## src/rtl/multiword_adder_seq_pkg.sv

```systemverilog
// Shared types and helpers for the multi-word sequential adder.
//   state_t : sequencer states IDLE / RUN / DONE
//   idx_w() : slice-counter width for K slices (at least 1 bit)
package mwadd_pkg;

    typedef enum logic [1:0] {
        IDLE = 2'd0,
        RUN  = 2'd1,
        DONE = 2'd2
    } state_t;

    // Counter width for K slices; a single slice still needs one bit.
    function automatic int unsigned idx_w(input int unsigned k);
        return (k > 1) ? $clog2(k) : 1;
    endfunction

endpackage

```

## src/rtl/multiword_adder_seq_if.sv

```systemverilog
// Operand and result handshakes of multiword_adder_seq.
//   in_valid/in_ready carry a, b, cin into the block.
//   out_valid/out_ready carry sum, cout (and ovf with MWADD_OVF_EN) out.
//   master: producer/consumer side. slave: the adder.
// Optional macro: MWADD_OVF_EN adds the signed-overflow flag ovf.
interface multiword_adder_seq_if #(
    parameter int unsigned N = 8,
    parameter int unsigned K = 4
);
    localparam int unsigned W = N * K;

    logic         in_valid;
    logic         in_ready;
    logic [W-1:0] a;
    logic [W-1:0] b;
    logic         cin;
    logic         out_valid;
    logic         out_ready;
    logic [W-1:0] sum;
    logic         cout;
`ifdef MWADD_OVF_EN
    logic         ovf;
`endif

    modport master (
        output in_valid, a, b, cin, out_ready,
        input  in_ready, out_valid, sum, cout
`ifdef MWADD_OVF_EN
        , input ovf
`endif
    );

    modport slave (
        input  in_valid, a, b, cin, out_ready,
        output in_ready, out_valid, sum, cout
`ifdef MWADD_OVF_EN
        , output ovf
`endif
    );

endinterface

```

## src/rtl/multiword_adder_seq_rca.sv

```systemverilog
// N-bit ripple-carry adder: the single slice adder reused every RUN cycle.
//   a, b : N-bit addends   cin : carry in
//   sum  : N-bit sum       cout: carry out of bit N-1
module ripple_carry_adder #(
    parameter int unsigned N = 8
) (
    input  logic [N-1:0] a,
    input  logic [N-1:0] b,
    input  logic         cin,
    output logic [N-1:0] sum,
    output logic         cout
);

    logic [N:0] c;

    assign c[0] = cin;

    for (genvar i = 0; i < N; i++) begin : g_bit
        assign sum[i]   = a[i] ^ b[i] ^ c[i];
        assign c[i+1]   = (a[i] & b[i]) | (c[i] & (a[i] ^ b[i]));
    end

    assign cout = c[N];

endmodule

```

## src/rtl/multiword_adder_seq.sv

```systemverilog
// Multi-precision adder: adds two W = N*K bit operands one N-bit slice per
// cycle, LSB slice first, through a single ripple_carry_adder.
//   clk, rst : clock, synchronous active-high reset
//   bus      : multiword_adder_seq_if.slave (operand and result handshakes)
// Optional macro: MWADD_OVF_EN adds signed overflow flag bus.ovf.
import mwadd_pkg::*;

module multiword_adder_seq #(
    parameter int unsigned N = 8,
    parameter int unsigned K = 4
) (
    input  logic                 clk,
    input  logic                 rst,
    multiword_adder_seq_if.slave bus
);

    localparam int unsigned W  = N * K;
    localparam int unsigned IW = idx_w(K);

    state_t        state;
    logic [W-1:0]  opa;
    logic [W-1:0]  opb;
    logic [W-1:0]  sum_r;
    logic          carry_r;
    logic          cout_r;
    logic          in_ready_r;
    logic          out_valid_r;
    logic [IW-1:0] idx;

    logic [N-1:0]  slice_sum;
    logic          slice_co;
    logic [W-1:0]  opa_shift;
    logic [W-1:0]  opb_shift;
    logic [W-1:0]  sum_shift;

`ifdef MWADD_OVF_EN
    logic          a_msb;
    logic          b_msb;
    logic          ovf_r;
`endif

    ripple_carry_adder #(.N(N)) u_rca (
        .a    (opa[N-1:0]),
        .b    (opb[N-1:0]),
        .cin  (carry_r),
        .sum  (slice_sum),
        .cout (slice_co)
    );

    // Shift paths; with one slice the new sum slice is the whole result.
    if (K == 1) begin : g_one
        assign opa_shift = '0;
        assign opb_shift = '0;
        assign sum_shift = slice_sum;
    end else begin : g_multi
        assign opa_shift = {{N{1'b0}}, opa[W-1:N]};
        assign opb_shift = {{N{1'b0}}, opb[W-1:N]};
        assign sum_shift = {slice_sum, sum_r[W-1:N]};
    end

    // Sequencer, operand/sum shift registers and slice carry.
    always_ff @(posedge clk) begin
        if (rst) begin
            state       <= IDLE;
            opa         <= '0;
            opb         <= '0;
            sum_r       <= '0;
            carry_r     <= 1'b0;
            cout_r      <= 1'b0;
            in_ready_r  <= 1'b0;
            out_valid_r <= 1'b0;
            idx         <= '0;
`ifdef MWADD_OVF_EN
            a_msb       <= 1'b0;
            b_msb       <= 1'b0;
            ovf_r       <= 1'b0;
`endif
        end else begin
            case (state)
                IDLE: begin
                    if (in_ready_r && bus.in_valid) begin
                        opa        <= bus.a;
                        opb        <= bus.b;
                        carry_r    <= bus.cin;
                        idx        <= '0;
                        in_ready_r <= 1'b0;
                        state      <= RUN;
`ifdef MWADD_OVF_EN
                        a_msb      <= bus.a[W-1];
                        b_msb      <= bus.b[W-1];
                        ovf_r      <= 1'b0;
`endif
                    end else begin
                        in_ready_r <= 1'b1;
                    end
                end
                RUN: begin
                    opa     <= opa_shift;
                    opb     <= opb_shift;
                    sum_r   <= sum_shift;
                    carry_r <= slice_co;
                    idx     <= idx + IW'(1);
                    if (idx == IW'(K - 1)) begin
                        cout_r      <= slice_co;
                        out_valid_r <= 1'b1;
                        state       <= DONE;
`ifdef MWADD_OVF_EN
                        // slice_sum[N-1] becomes the result MSB on this edge.
                        ovf_r <= (a_msb == b_msb) && (slice_sum[N-1] != a_msb);
`endif
                    end
                end
                DONE: begin
                    if (bus.out_ready) begin
                        out_valid_r <= 1'b0;
                        in_ready_r  <= 1'b1;
                        state       <= IDLE;
                    end
                end
                default: begin
                    state <= IDLE;
                end
            endcase
        end
    end

    assign bus.in_ready  = in_ready_r;
    assign bus.out_valid = out_valid_r;
    assign bus.sum       = sum_r;
    assign bus.cout      = cout_r;
`ifdef MWADD_OVF_EN
    assign bus.ovf       = ovf_r;
`endif

endmodule

```

## src/flat_wrapper.sv

```systemverilog
// flat-port wrapper written by rule: the top's interface ports become plain ports
module multiword_adder_seq_flat 
#(
    parameter int unsigned N = 8,
    parameter int unsigned K = 4
)
  (clk, rst, bus_in_valid, bus_a, bus_b, bus_cin, bus_out_ready, bus_in_ready, bus_out_valid, bus_sum, bus_cout);
  multiword_adder_seq_if #(.N(N), .K(K)) bus_i ();
  input  logic clk;
  input  logic rst;
  input wire logic [$bits(bus_i.in_valid)-1:0] bus_in_valid;
  input wire logic [$bits(bus_i.a)-1:0] bus_a;
  input wire logic [$bits(bus_i.b)-1:0] bus_b;
  input wire logic [$bits(bus_i.cin)-1:0] bus_cin;
  input wire logic [$bits(bus_i.out_ready)-1:0] bus_out_ready;
  output wire logic [$bits(bus_i.in_ready)-1:0] bus_in_ready;
  output wire logic [$bits(bus_i.out_valid)-1:0] bus_out_valid;
  output wire logic [$bits(bus_i.sum)-1:0] bus_sum;
  output wire logic [$bits(bus_i.cout)-1:0] bus_cout;
  assign bus_i.in_valid = bus_in_valid;
  assign bus_i.a = bus_a;
  assign bus_i.b = bus_b;
  assign bus_i.cin = bus_cin;
  assign bus_i.out_ready = bus_out_ready;
  assign bus_in_ready = bus_i.in_ready;
  assign bus_out_valid = bus_i.out_valid;
  assign bus_sum = bus_i.sum;
  assign bus_cout = bus_i.cout;
  multiword_adder_seq #(.N(N), .K(K)) u_core (.clk(clk), .rst(rst), .bus(bus_i));
endmodule
```

## config.mk

```make
export PLATFORM = sky130hd
export DESIGN_NAME = multiword_adder_seq_flat
export DESIGN_NICKNAME = d
export VERILOG_FILES = /design/src/rtl/multiword_adder_seq_pkg.sv /design/src/rtl/multiword_adder_seq_if.sv /design/src/rtl/multiword_adder_seq_rca.sv /design/src/rtl/multiword_adder_seq.sv /design/src/flat_wrapper.sv
export SDC_FILE = /design/constraint.sdc
export NUM_CORES = 1
export LEC_CHECK = 0
export ABC_AREA = 0
export BUFFER_PORTS_ARGS = -buffer_cell sky130_fd_sc_hd__buf_2
export CORE_ASPECT_RATIO = 1.1
export CORE_MARGIN = 4
export CORE_UTILIZATION = 50
export DETAILED_ROUTE_END_ITERATION = 10
export GPL_TIMING_DRIVEN = 0
export PLACE_DENSITY = 0.79
export SYNTH_ARGS = -nofsm -noshare
export SYNTH_HDL_FRONTEND = slang
export SYNTH_SLANG_ARGS = --single-unit
```

## constraint.sdc

```tcl
create_clock -name clk -period 11.7 [get_ports clk]
set_input_delay 1.755 -clock clk [delete_from_list [all_inputs] [get_ports clk]]
set_output_delay 1.755 -clock clk [all_outputs]
set_load 0.05 [all_outputs]
```

==> flow_summary.yaml, run 1 <==
power:
  p_seq_share_pct: 54.6
  switching_share_pct: 29.0
  netSwitchingPower_w: 0.000211
  combPwrFrac_pct: 19.0
  vdd_drop_max_mv: 0.0647
  leakagePower_nw: 2.16
  power.clock.fraction_pct: 26.4
  p_per_area_nw_per_um2: 138
  p_int_w: 0.000516
drt:
  wl_per_cell_um: 15.1
  drc: 0
  firstDrtPassIters: 4
  vias_per_cell: 5.49
  routed_wl_um: 11100
  drt_iter0_drc: 189
  antenna_left: 0
  vias: 4039
sta:
  finalCriticalPeriod_ns: 4.08
  slew_viol_final: 0
  finalClockSkew_ns: 0.00859
  fin_crit_sh_pct: 34.9
  hold_viol: 0
  slew_headroom_pct: 54.1
  fin_hold_ws_ns: 0.461
  setup_viol: 0
  worst_pin_slew_ns: 0.689
  rsz0062_at_grt: "false"
  max_freq_mhz: 245
  tns_ns: 0
cells_and_area:
  area_growth_syn_to_layout_pct: 18.1
  fin_cells: 736
  antennaDiodeCount: 0
  fin_nets: 700
  final_common_cell: "nand2_1"
  final_area_um2: 5270
  final_cell_mix: "nand2_1 (161), buf_2 (125), dfxtp_1 (104)"
  drive_gt1_share_pct: 27.2
placed_design:
  numPortBuffers: 103
  dpl.hpwl_um: 8590
  dpl_cell_area_um2: 5120
  gp_congestion: 0.815
  place_inst: 722
global_routing:
  grtUsageTotal_pct: 21.2
  grt_start_max_net_pins: 15
  gr-total-overflow: 0
  antenna_found_initial: 0
  grt_pass1_wl_um: 18100
  first_global_vias: 3914
clocking:
  clock_sinks: 104
  holdBufCountCts: 0
  clock-root-buffer: "clkbuf_8"
  clk_latency_ns: 0.36
  path_clk_slew_ns: 0.09
  ctsResizeCount: 0
  cts_buffer_depth: 2
  cts_buffers: 9
  ctsHtreeMaxLevel: 3
  postCtsSetupBuffers: 0
  cts_tree: "built"
setup_path:
  end_kind: "flop"
  critical_path_arrival_ns: 4.35
  path_max_fanout: 2
  path_class: "flop to flop"
  crit_path_start_kind: "flop"
  required_ns: 11.97
floorplan:
  die_area_um2: 10500
  rows: 35
  core_um2: 8540
  die_y_um: 107
  ios: 104
  initial_core_util_pct: 52.3
  die-width_um: 98.1
synth:
  yosysSeqAreaShare_pct: 46.6
  synth_top_area_share_pct: 46.6
  synth_fp_nets: 586
  netlist_instances: 508
  yosysUniqueCellTypes: 29
  synth_warnings: 0
  ys_ff_latch: 104
  netlist_area_um2: 4460
  synth_area_per_cell_um2: 8.79
  synth_top_area_cell: "dfxtp_1"
  synth_area_leaders: "dfxtp_1 (47%), nand2_1 (14%), a311oi_2 (6.7%), nor3_1 (6.2%), a311oi_1 (5.7%)"
flow_run:
  cap_violations: 0
status:
  status: "completed"
min_path:
  min_path_type: "flop to flop"
==> routing by layer <==
| layer | share of wire (%) | global-route usage [%] | up-vias |
|---|---|---|---|
| li1 | - | - | 2009 |
| met4 | 2.5 | 8.41 | 0 |
| met1 | 43 | 25.7 | 1867 |
| met2 | 48 | 36.9 | 142 |
| met5 | 0 | 0 | - |
| met3 | 6.3 | 4.29 | 21 |
==> final cells by class <==
| class | instances | area [um^2] |
|---|---|---|
| plain buffers | 49 | 279 |
| well taps | 111 | 139 |
| clock buffers | 13 | 149 |
| inverters | 8 | 30.0 |
| repair buffers | 103 | 515 |
| multi-input cells | 347 | 2070 |
| clock inverters | 1 | 5.00 |
| fillers | 799 | 3270 |
| flip-flops and latches | 104 | 2080 |
==> metrics by stage <==
step	utilization, %	total power, W	worst slack, ns
finish	61.7	0.000727	7.62
global placement	59.9	0.000538	7.68
detailed placement	59.9	0.000543	7.62
CTS	61.7	0.000729	7.60
global route	61.7	0.000762	7.45
floorplan	-	0.000501	7.78
==> power groups by stage <==
stage	combinational (W)	sequential, W	clock [W]
2_1_floorplan	0.0000915	0.000409	0
3_3_place_gp	0.000134	0.000404	0
5_1_grt	0.000154	0.000399	0.000209
6_report	0.000138	0.000397	0.000192
4_1_cts	0.000139	0.000396	0.000194
3_5_place_dp	0.000138	0.000405	0
==> registers in the layout, summed over array words and instances (netlist names) <==
name / count
u_core.bus.in_ready: 1
u_core.opa: 32
u_core.state: 2
u_core.idx: 2
u_core.opb: 32
u_core.bus.sum: 32
u_core.carry_r: 1
u_core.bus.cout: 1
u_core.bus.out_valid: 1
==> synthesized netlist by cell type (all sizes together) <==
library cell / count
or3: 1
a21oi: 36
clkbuf: 15
nor4: 1
a211oi: 2
o21ai: 1
o311a: 1
nand2: 161
mux2i: 4
ha: 1
fa: 8
nor2b: 2
mux2: 1
a311oi: 49
buf: 34
dfxtp: 104
a22o: 12
nor3: 56
inv: 8
nand2b: 3
nand3: 2
nand3b: 1
nor2: 3
and3b: 1
a2bb2oi: 1
==> worst max-delay path, cell delays in order, from the launching register on <==
cell and delay [ns]:
dfxtp_1 0.34, fa_1 0.45, fa_1 0.46, fa_1 0.47
fa_1 0.46, fa_1 0.44, inv_1 0.09, fa_1 0.17
inv_1 0.06, fa_1 0.40, inv_1 0.09, fa_1 0.38
a211oi_1 0.19
==> worst paths after layout <==
path                                                startpoint                         endpoint  slack (ns)  cells after the start
worst max-delay path               u_core.carry_r$_SDFFE_PP0P_  u_core.bus.sum[31]$_SDFFE_PP0P_        7.62                     12
worst min-delay path            u_core.bus.sum[1]$_SDFFE_PP0P_   u_core.bus.sum[1]$_SDFFE_PP0P_        0.46                      2
worst max register to register     u_core.carry_r$_SDFFE_PP0P_  u_core.bus.sum[31]$_SDFFE_PP0P_        7.62                     12
worst min register to register  u_core.bus.sum[1]$_SDFFE_PP0P_   u_core.bus.sum[1]$_SDFFE_PP0P_        0.46                      2
==> cell families after synthesis <==
kind of cell	share of synthesized area [%]
flops	46.6
compound gates	19.7
mux	1.15
simple gates	21.7
fa+ha+maj	3.87
buf+inv	6.92
No activity file was read; power rests on OpenSTA's default activity.
==> run 2, diff against run 1 <==
clock period = 3.9 ns   (was 11.7 ns; I/O delays follow)
==> run 2 against run 1 <==
Final area rose by 0.76%; sequential share of layout area fell by 0.27 points; critical path depth did not move; clock power rose to 3.2 times the previous value; worst setup slack got worse by 7.4 ns; wire length rose by 0.52%; clock skew fell by 0.0027 ns; critical endpoint unchanged; largest cell class is now multi-input gates; highest routed layer unchanged.
==> flow_summary.yaml, run 2 (synthesis results as in run 1) <==
clocking:
  holdBufCountCts: 0
  postCtsSetupBuffers: 0
  cts_buffer_depth: 2
  ctsHtreeMaxLevel: 3
  cts_tree: "built"
  clock-root-buffer: "clkbuf_8"
  path_clk_slew_ns: 0.10
  clk_latency_ns: 0.36
  cts_buffers: 9
  clock_sinks: 104
setup_path:
  end_kind: "flop"
  critical_path_arrival_ns: 3.99
  path_class: "flop to flop"
  critPathLaunch: "u_core.carry_r$_SDFFE_PP0P_"
  crit_path_start_kind: "flop"
  path_max_fanout: 2
  rr_startpoint: "u_core.carry_r$_SDFFE_PP0P_"
  required_ns: 4.18
cells_and_area:
  final_common_cell: "nand2_1"
  fin_nets: 700
  final_cell_mix: "nand2_1 (161), buf_2 (125), dfxtp_1 (103)"
  drive_gt1_share_pct: 28.9
  area_growth_syn_to_layout_pct: 19.0
  antennaDiodeCount: 0
  filler_cell_count: 776
  fin_cells: 738
  final_area_um2: 5310
placed_design:
  pre_cts_slack_ns: -0.141
  dpl.hpwl_um: 8620
  gp_congestion: 0.809
  numPortBuffers: 103
  place_inst: 722
  dpl_cell_area_um2: 5120
drt:
  drt_iter0_drc: 203
  vias_per_cell: 5.43
  drc: 0
  routed_wl_um: 11200
  vias: 4009
  firstDrtPassIters: 4
  antenna_left: 0
  wl_per_cell_um: 15.1
global_routing:
  antenna_found_initial: 0
  grt_pass1_wl_um: 18200
  first_global_vias: 3836
  gr-total-overflow: 0
  grt_start_max_net_pins: 17
  grtUsageTotal_pct: 21.3
sta:
  tns_ns: 0
  worst_pin_slew_ns: 0.696
  hold_viol: 0
  fin_crit_sh_pct: 95.2
  rsz0062_at_grt: "false"
  fin_ws_ns: 0.189
  finalClockSkew_ns: 0.00588
  max_freq_mhz: 269
  setup_viol: 0
  slew_viol_final: 0
  slew_headroom_pct: 53.6
  finalCriticalPeriod_ns: 3.71
floorplan:
  rows: 35
  ios: 104
  initial_core_util_pct: 52.3
  core_um2: 8540
  die-width_um: 98.1
  die_area_um2: 10500
  die_y_um: 107
flow_run:
  cap_violations: 0
power:
  leakagePower_nw: 2.16
  power.total_w: 0.00222
  vdd_drop_max_mv: 0.236
  p_per_area_nw_per_um2: 418
min_path:
  hold_start: "bus_b[27]"
  min_path_type: "primary input to flop"
status:
  status: "completed"
[run 2: where the power goes]
group | leakage [nW] | internal, W | switching, W
Clock | 0.0866 | 0.000252 | 0.000359
Combinational | 1.22 | 0.000169 | 0.000248
Sequential | 0.851 | 0.00114 | 0.0000535
[run 2: layer usage]
metal  up-vias  share of wire (%)  global-route usage (%)
li1       2004                  -                       -
met2       130                 49                    36.9
met5         -                  0                       0
met3        28                6.3                    4.29
met4         0                3.0                    8.11
met1      1847                 42                    26.1
[run 2: what timing repair did]
item | 4_1_cts | 5_1_grt
gates resized for setup | 4 | 3
hold endpoints to repair | 0 | 0
pin swaps | 0 | 3
setup endpoints to repair | 2 | 1
[run 2: worst paths after layout]
path / to / slack, ns / depth (start not counted)
setup / recovery: u_core.bus.sum[31]$_SDFFE_PP0P_ / 0.19 / 12
hold reg to reg: u_core.bus.sum[3]$_SDFFE_PP0P_ / 0.46 / 2
hold / removal: u_core.opb[27]$_SDFFE_PP0P_ / 0.43 / 2
setup reg to reg: u_core.bus.sum[31]$_SDFFE_PP0P_ / 0.19 / 12
[run 2: area by class of cell]
cell class / count / area (um^2) / share of cell area, %
clock inverters: 4 / 30.0 / 0.565
multi-input cells: 347 / 2090 / 39.4
inverters: 8 / 30.0 / 0.565
plain buffers: 49 / 279 / 5.25
flip-flops and latches: 104 / 2080 / 39.2
well taps: 111 / 139 / 2.61
clock buffers: 12 / 145 / 2.73
repair buffers: 103 / 515 / 9.70
[run 2: through the flow]
| stage | util (%) | hold slack (ns) |
|---|---|---|
| global placement | 60.0 | 0.438 |
| CTS | 62.2 | 0.423 |
| finish | 62.2 | 0.433 |
| global route | 62.2 | 0.429 |
| floorplan | - | 0.442 |
| detailed placement | 60.0 | 0.453 |
[run 2: critical path: stages, from the launching register on]
cell and delay, ns:
dfxtp_2 0.34, fa_2 0.38, fa_2 0.36, fa_2 0.36, fa_2 0.40, fa_2 0.40, inv_2 0.07, fa_1 0.16
inv_1 0.06, fa_1 0.41, inv_1 0.08, fa_1 0.40, a211oi_2 0.22
